File: src/rtl/axicb_resp_router.sv
// Routes slave response bursts back to the requester whose grant was recorded at issue time.
// Latency: zero cycles slave->master (data and handshake); a pushed grant is routable one cycle later.
// Backpressure: s_ready follows m_ready of the head requester; held low while the tracker is empty.
module axicb_resp_router #(
    parameter int REQ_NB      = 4,
    parameter int OSTDREQ_NUM = 4,
    parameter int DATA_W      = 8
) (
    input  logic              aclk,
    input  logic              srst,
    input  logic [REQ_NB-1:0] grant,
    input  logic              grant_en,
    output logic              full,
    output logic              empty,
    output logic              err,
    input  logic              s_valid,
    output logic              s_ready,
    input  logic [DATA_W-1:0] s_data,
    input  logic              s_last,
    output logic [REQ_NB-1:0] m_valid,
    input  logic [REQ_NB-1:0] m_ready,
    output logic [DATA_W-1:0] m_data,
    output logic              m_last
);
    localparam int IDX_W = $clog2(REQ_NB);
    localparam int PTR_W = $clog2(OSTDREQ_NUM);
    localparam int CNT_W = $clog2(OSTDREQ_NUM + 1);

    logic [IDX_W-1:0] mem_q [OSTDREQ_NUM];
    logic [IDX_W-1:0] mem_d [OSTDREQ_NUM];
    logic [PTR_W-1:0] wptr_q, wptr_d;
    logic [PTR_W-1:0] rptr_q, rptr_d;
    logic [CNT_W-1:0] cnt_q, cnt_d;
    logic             full_q, full_d;
    logic             empty_q, empty_d;
    logic             err_q, err_d;

    logic             grant_onehot;
    logic [IDX_W-1:0] grant_idx;
    logic [IDX_W-1:0] head_idx;
    logic             push;
    logic             pop;
    logic             bad_push;

    assign m_data = s_data;
    assign m_last = s_last;
    assign full   = full_q;
    assign empty  = empty_q;
    assign err    = err_q;

    always_comb begin
        grant_onehot = (grant != '0) && ((grant & (grant - REQ_NB'(1))) == '0);
        grant_idx    = '0;
        for (int i = 0; i < REQ_NB; i++) begin
            if (grant[i]) grant_idx = IDX_W'(i);
        end

        head_idx = mem_q[rptr_q];
        m_valid  = '0;
        s_ready  = 1'b0;
        for (int i = 0; i < REQ_NB; i++) begin
            if (head_idx == IDX_W'(i)) begin
                m_valid[i] = s_valid & ~empty_q;
                s_ready    = ~empty_q & m_ready[i];
            end
        end

        // Full is judged on registered state, so a same-cycle pop never rescues a push.
        push     = grant_en & ~full_q & grant_onehot;
        bad_push = grant_en & (full_q | ~grant_onehot);
        pop      = s_valid & s_ready & s_last;

        mem_d = mem_q;
        if (push) mem_d[wptr_q] = grant_idx;
        wptr_d  = push ? wptr_q + PTR_W'(1) : wptr_q;
        rptr_d  = pop  ? rptr_q + PTR_W'(1) : rptr_q;
        cnt_d   = cnt_q + CNT_W'(push) - CNT_W'(pop);
        full_d  = (cnt_d == CNT_W'(OSTDREQ_NUM));
        empty_d = (cnt_d == '0);
        err_d   = err_q | bad_push;
    end

    always_ff @(posedge aclk) begin
        if (srst) begin
            for (int i = 0; i < OSTDREQ_NUM; i++) mem_q[i] <= '0;
            wptr_q  <= '0;
            rptr_q  <= '0;
            cnt_q   <= '0;
            full_q  <= 1'b0;
            empty_q <= 1'b1;
            err_q   <= 1'b0;
        end else begin
            for (int i = 0; i < OSTDREQ_NUM; i++) mem_q[i] <= mem_d[i];
            wptr_q  <= wptr_d;
            rptr_q  <= rptr_d;
            cnt_q   <= cnt_d;
            full_q  <= full_d;
            empty_q <= empty_d;
            err_q   <= err_d;
        end
    end
endmodule

File: config.mk
export PLATFORM = sky130hd
export DESIGN_NAME = axicb_resp_router
export DESIGN_NICKNAME = d
export VERILOG_FILES = /design/src/rtl/axicb_resp_router.sv
export SDC_FILE = /design/constraint.sdc
export NUM_CORES = 1
export LEC_CHECK = 0
export ABC_AREA = 0
export BUFFER_PORTS_ARGS = -buffer_cell sky130_fd_sc_hd__buf_2
export CAP_MARGIN = 20
export CORE_UTILIZATION = 32
export DETAILED_ROUTE_END_ITERATION = 10
export MAX_ROUTING_LAYER = met4
export PLACE_DENSITY = 0.59
export RECOVER_POWER = 50
export SLEW_MARGIN = 20
export SYNTH_ARGS = -nofsm -noshare
export SYNTH_HDL_FRONTEND = slang
export SYNTH_SLANG_ARGS = --single-unit
File: constraint.sdc
create_clock -name aclk -period 3.5 [get_ports aclk]
set_input_delay 0.35 -clock aclk [delete_from_list [all_inputs] [get_ports aclk]]
set_output_delay 0.35 -clock aclk [all_outputs]
set_load 0.1 [all_outputs]
==> metrics.log <==
INFO  metric outcome = finished, final reports clean
INFO  metric cpMaxStageDelayCell = mux4_2
INFO  metric placeable_core_region = 3050 um^2
INFO  metric synth-compound-area-share = 11.0%
INFO  metric drt_iter0_drcs = 16
INFO  metric core_occupancy_in_the_finished_layout = 37.5%
INFO  metric critical_path.n_buffers_inverters = 2
INFO  metric grt_antenna_before_repair = 0
INFO  metric worst_hold_slack = 0.335 ns
INFO  metric cellPowerDensity = 521 nW/um^2
INFO  metric drt.antenna.violating_nets = 0
INFO  metric drt_wl_cell = 10.4 um
INFO  metric reg2reg_from = rptr_q[0]$_SDFFE_PP0P_
INFO  metric critical_path_fanouts_max = 6
INFO  metric detail_route.wirelength = 1780 um
INFO  metric die-width = 58.5 um
INFO  metric worst_ir_drop_vdd = 238 uV
INFO  metric main_combinational_cell_family_by_area_after_synthesis = simple AND/OR/NAND/NOR gates
INFO  metric postSynthRegisterBits = 18
INFO  metric globalplace.congestion = 0.691
INFO  metric worst_r2r_path_depth = 11
INFO  metric worst_reg2reg_path_endpoint = full$_SDFF_PP0_
INFO  metric floorplan.initialDensity = 33.5%
INFO  metric cts.sink_count = 18
INFO  metric max_slew.worst_pin.slew = 1.16 ns
INFO  metric flow.area_growth_from_synthesis = 12.0%
INFO  metric crit_arrival = 3.21 ns
INFO  metric clockRootBuffer = clkbuf_4
INFO  metric synth_adder_area_share = 9.30%
INFO  metric port_buffers = 21
INFO  metric final_layout_size_suffix_gt1_share = 21.3%
INFO  metric worst_hold_path_type = primary input to register
INFO  metric cp.depth = 11
INFO  metric finalSetupTns = 0 ns
INFO  metric clk_transition_reported_paths = 0.10 ns
INFO  metric cpPeakStageDelay = 0.58 ns
INFO  metric drv_cap = 0
INFO  metric setup_violations = 0
INFO  metric rsz_0062_raised_after_global_routing = false
INFO  metric critical_path.endpoint_type = register
INFO  metric clk_path_buf_depth = 2
INFO  metric synth_fp_nets = 140
INFO  metric cts_resized = 0
INFO  metric crit_start = rptr_q[0]$_SDFFE_PP0P_
INFO  metric yosys.area_share.simple = 17.6%
INFO  metric dpl_worst_slack = 0.511 ns
INFO  metric grt_resource_usage_total = 12.0%
INFO  metric worst-setup-path-type = register to register
INFO  metric final_period_minus_worst_setup_slack = 3.00 ns
INFO  metric worst_slack = 0.504 ns
INFO  metric pin_count_of_the_biggest_net_entering_global_routing = 15
INFO  metric yosysUniqueCellTypes = 30
INFO  metric via_count = 805
INFO  metric design.die.area = 3420 um^2
INFO  metric cts-buffers-inserted = 3
INFO  metric final.period_utilization = 85.6%
INFO  metric first_global_vias = 753
INFO  metric synthesis.area_per_instance = 9.13 um^2
INFO  metric muxShareOfSynthArea = 11.9%
INFO  metric drc_errors = 0
INFO  metric crit_path_cell_trace = mux4_2 -> inv_2 -> mux4_2 -> nor2_1 -> ha_1 -> inv_1 -> ha_1 -> fa_1 -> xnor2_1 -> nand2_1 -> nor3_1
INFO  metric power_leakage = 0.503 nW
INFO  metric cts-htree-levels = 1
INFO  metric clock_latency_reported_for_the_late_side_of_the_worst_skew_pair = 0.29 ns
INFO  metric finClkSkew = 0.00210 ns
INFO  metric final_hold_fails = 0
INFO  metric critPathCapture = full$_SDFF_PP0_
INFO  metric worstPathRequired = 3.72 ns
INFO  metric grt_overflow_total = 0
INFO  metric critical-path-top-delay-family = multiplexers
INFO  metric maximum_clock_frequency = 334 MHz
INFO  metric grt_first_pass_wirelength = 3090 um
INFO  metric hpwlAfterDp = 1460 um
INFO  metric floorplan.io_pins = 38
INFO  metric fp-row-count = 20
INFO  metric synth-xor-area-share = 3.43%
INFO  metric final.fill_count = 337
INFO  metric postCtsSetupRepairBufs = 0
INFO  metric yosysWarnings = 0
INFO  metric dr.pass1.iters = 4
INFO  metric fp.dieH = 58.5 um
INFO  metric reg2reg_slack = 0.50 ns
INFO  metric post_cts_hold_buffer_count = 0
INFO  metric number_of_antenna_cells_inserted = 0
INFO  metric tritoncts_clock_tree = done
INFO  metric start_kind = register
INFO  metric max_slew_margin = 23.1%
INFO  metric drv_slew = 0
INFO  metric nNetsFinal = 156
INFO  metric sequential_area_share_after_synthesis = 35.3%
INFO  metric mappedNetlistArea = 1020 um^2
INFO  metric viasPerCell = 4.71
INFO  metric synthesis.instances = 112
## cells in the mapped netlist
| master | n | share of area [%] |
|---|---|---|
| dfxtp_1 | 18 | 35 |
| nand2_1 | 11 | 4.0 |
| inv_1 | 10 | 3.7 |
| buf_4 | 9 | 6.6 |
| a21oi_1 | 7 | 3.4 |
| ha_1 | 6 | 7.3 |
| nor2_1 | 6 | 2.2 |
| mux2i_1 | 5 | 4.9 |
| a311oi_1 | 4 | 3.4 |
| nand2b_1 | 4 | 2.4 |
| nor2b_1 | 4 | 2.4 |
| o21ai_0 | 4 | 2.0 |
| and3_2 | 2 | 1.5 |
| mux4_2 | 2 | 4.4 |
| nor3_1 | 2 | 0.98 |
| or3_1 | 2 | 1.2 |
| xnor2_1 | 2 | 1.7 |
| xor2_1 | 2 | 1.7 |
| a211oi_1 | 1 | 0.73 |
| buf_2 | 1 | 0.49 |
| clkbuf_1 | 1 | 0.37 |
| fa_1 | 1 | 2.0 |
| inv_2 | 1 | 0.37 |
| mux4_1 | 1 | 2.6 |
| nand3_1 | 1 | 0.49 |
| nor3b_1 | 1 | 0.73 |
| o211ai_1 | 1 | 0.73 |
| o31ai_1 | 1 | 0.73 |
| or2b_2 | 1 | 0.86 |
| or4_1 | 1 | 0.73 |
## where the power goes
group / switching [mW] / total [mW] / internal (mW)
Combinational: 0.169 / 0.229 / 0.0597
Clock: 0.0623 / 0.126 / 0.0633
Sequential: 0.0163 / 0.242 / 0.226
Total: 0.248 / 0.596 / 0.349
## cell usage in the layout, fill, tap and decap left out, types with 3 or more instances in the layout
cell | Yosys | routed
nor2b_1 | 4 | 4
a311oi_1 | 4 | 4
a21oi_1 | 7 | 7
clkbuf_1 | 1 | 6
o21ai_0 | 4 | 4
dfxtp_1 | 18 | 18
mux2i_1 | 5 | 5
nor2_1 | 6 | 6
nand2_1 | 11 | 11
nand2b_1 | 4 | 4
ha_1 | 6 | 6
buf_2 | 1 | 16
clkbuf_4 | 0 | 3
inv_1 | 10 | 10
## cell type report
class,count,area [um^2],area share [%]
Clock buffer,4,36.3,3.17
Inverter,11,41.3,3.61
Multi-Input combinational cell,72,549,48.0
Sequential cell,18,360,31.5
Tap cell,44,55.1,4.81
Timing Repair Buffer,22,103,8.96
## worst reg2reg max path: cells and delay by family (launching register included)
family                     cells  cell delay [ns]
muxes                          2             1.13
adders and majority gates      3             0.68
DFF                            1             0.42
and+or+nand+nor                3             0.36
xor gates and xnor gates       1             0.21
buffers and inverters          2             0.13
## state kept, by name, summed over array words and instances (netlist names)
register	cells
cnt_q	3
empty	1
err	1
full	1
mem_q	8
rptr_q	2
wptr_q	2
## routing by layer
layer / GRT usage (%) / up-vias / part of all wire, % / wire (um)
met5: - / - / 0 / 0
met3: 3.52 / 2 / 6.3 / 112
li1: - / 407 / - / -
met1: 15.3 / 368 / 49 / 878
met2: 18.7 / 28 / 43 / 773
met4: 3.06 / 0 / 0.90 / 16
## cell families (layout without fill, tap and decap cells)
group	Yosys count	in the layout
buffers and inverters	22	37
and+or+nand+nor	35	35
xor gates and xnor gates	4	4
muxes	8	8
adders and majority gates	7	7
AOI/OAI and AO/OA	18	18
DFF	18	18
## worst min path at each step
stage / start / slack (ns) / cells past startpoint / endpoint
final: grant_en / 0.33 / 3 / err$_SDFF_PP0_
after global routing: grant_en / 0.35 / 3 / err$_SDFF_PP0_
after CTS: grant_en / 0.33 / 3 / err$_SDFF_PP0_
after detailed placement: mem_q[4]$_SDFFE_PP0P_ / 0.47 / 2 / mem_q[4]$_SDFFE_PP0P_
after global placement: mem_q[4]$_SDFFE_PP0P_ / 0.46 / 2 / mem_q[4]$_SDFFE_PP0P_
after floorplan: srst / 0.42 / 1 / cnt_q[1]$_SDFF_PP0_
## metrics by stage
| stage | power, mW | instances | instance area [um^2] |
|---|---|---|---|
| 6_report | 0.596 | 171 | 1140 |
| 5_1_grt | 0.635 | 171 | 1140 |
| 4_1_cts | 0.609 | 171 | 1150 |
| 3_5_place_dp | 0.480 | 167 | 1120 |
| 3_3_place_gp | 0.477 | 167 | 1120 |
| 2_1_floorplan | 0.483 | 112 | 1030 |
Note: power is estimated with default switching activity, not from simulation.
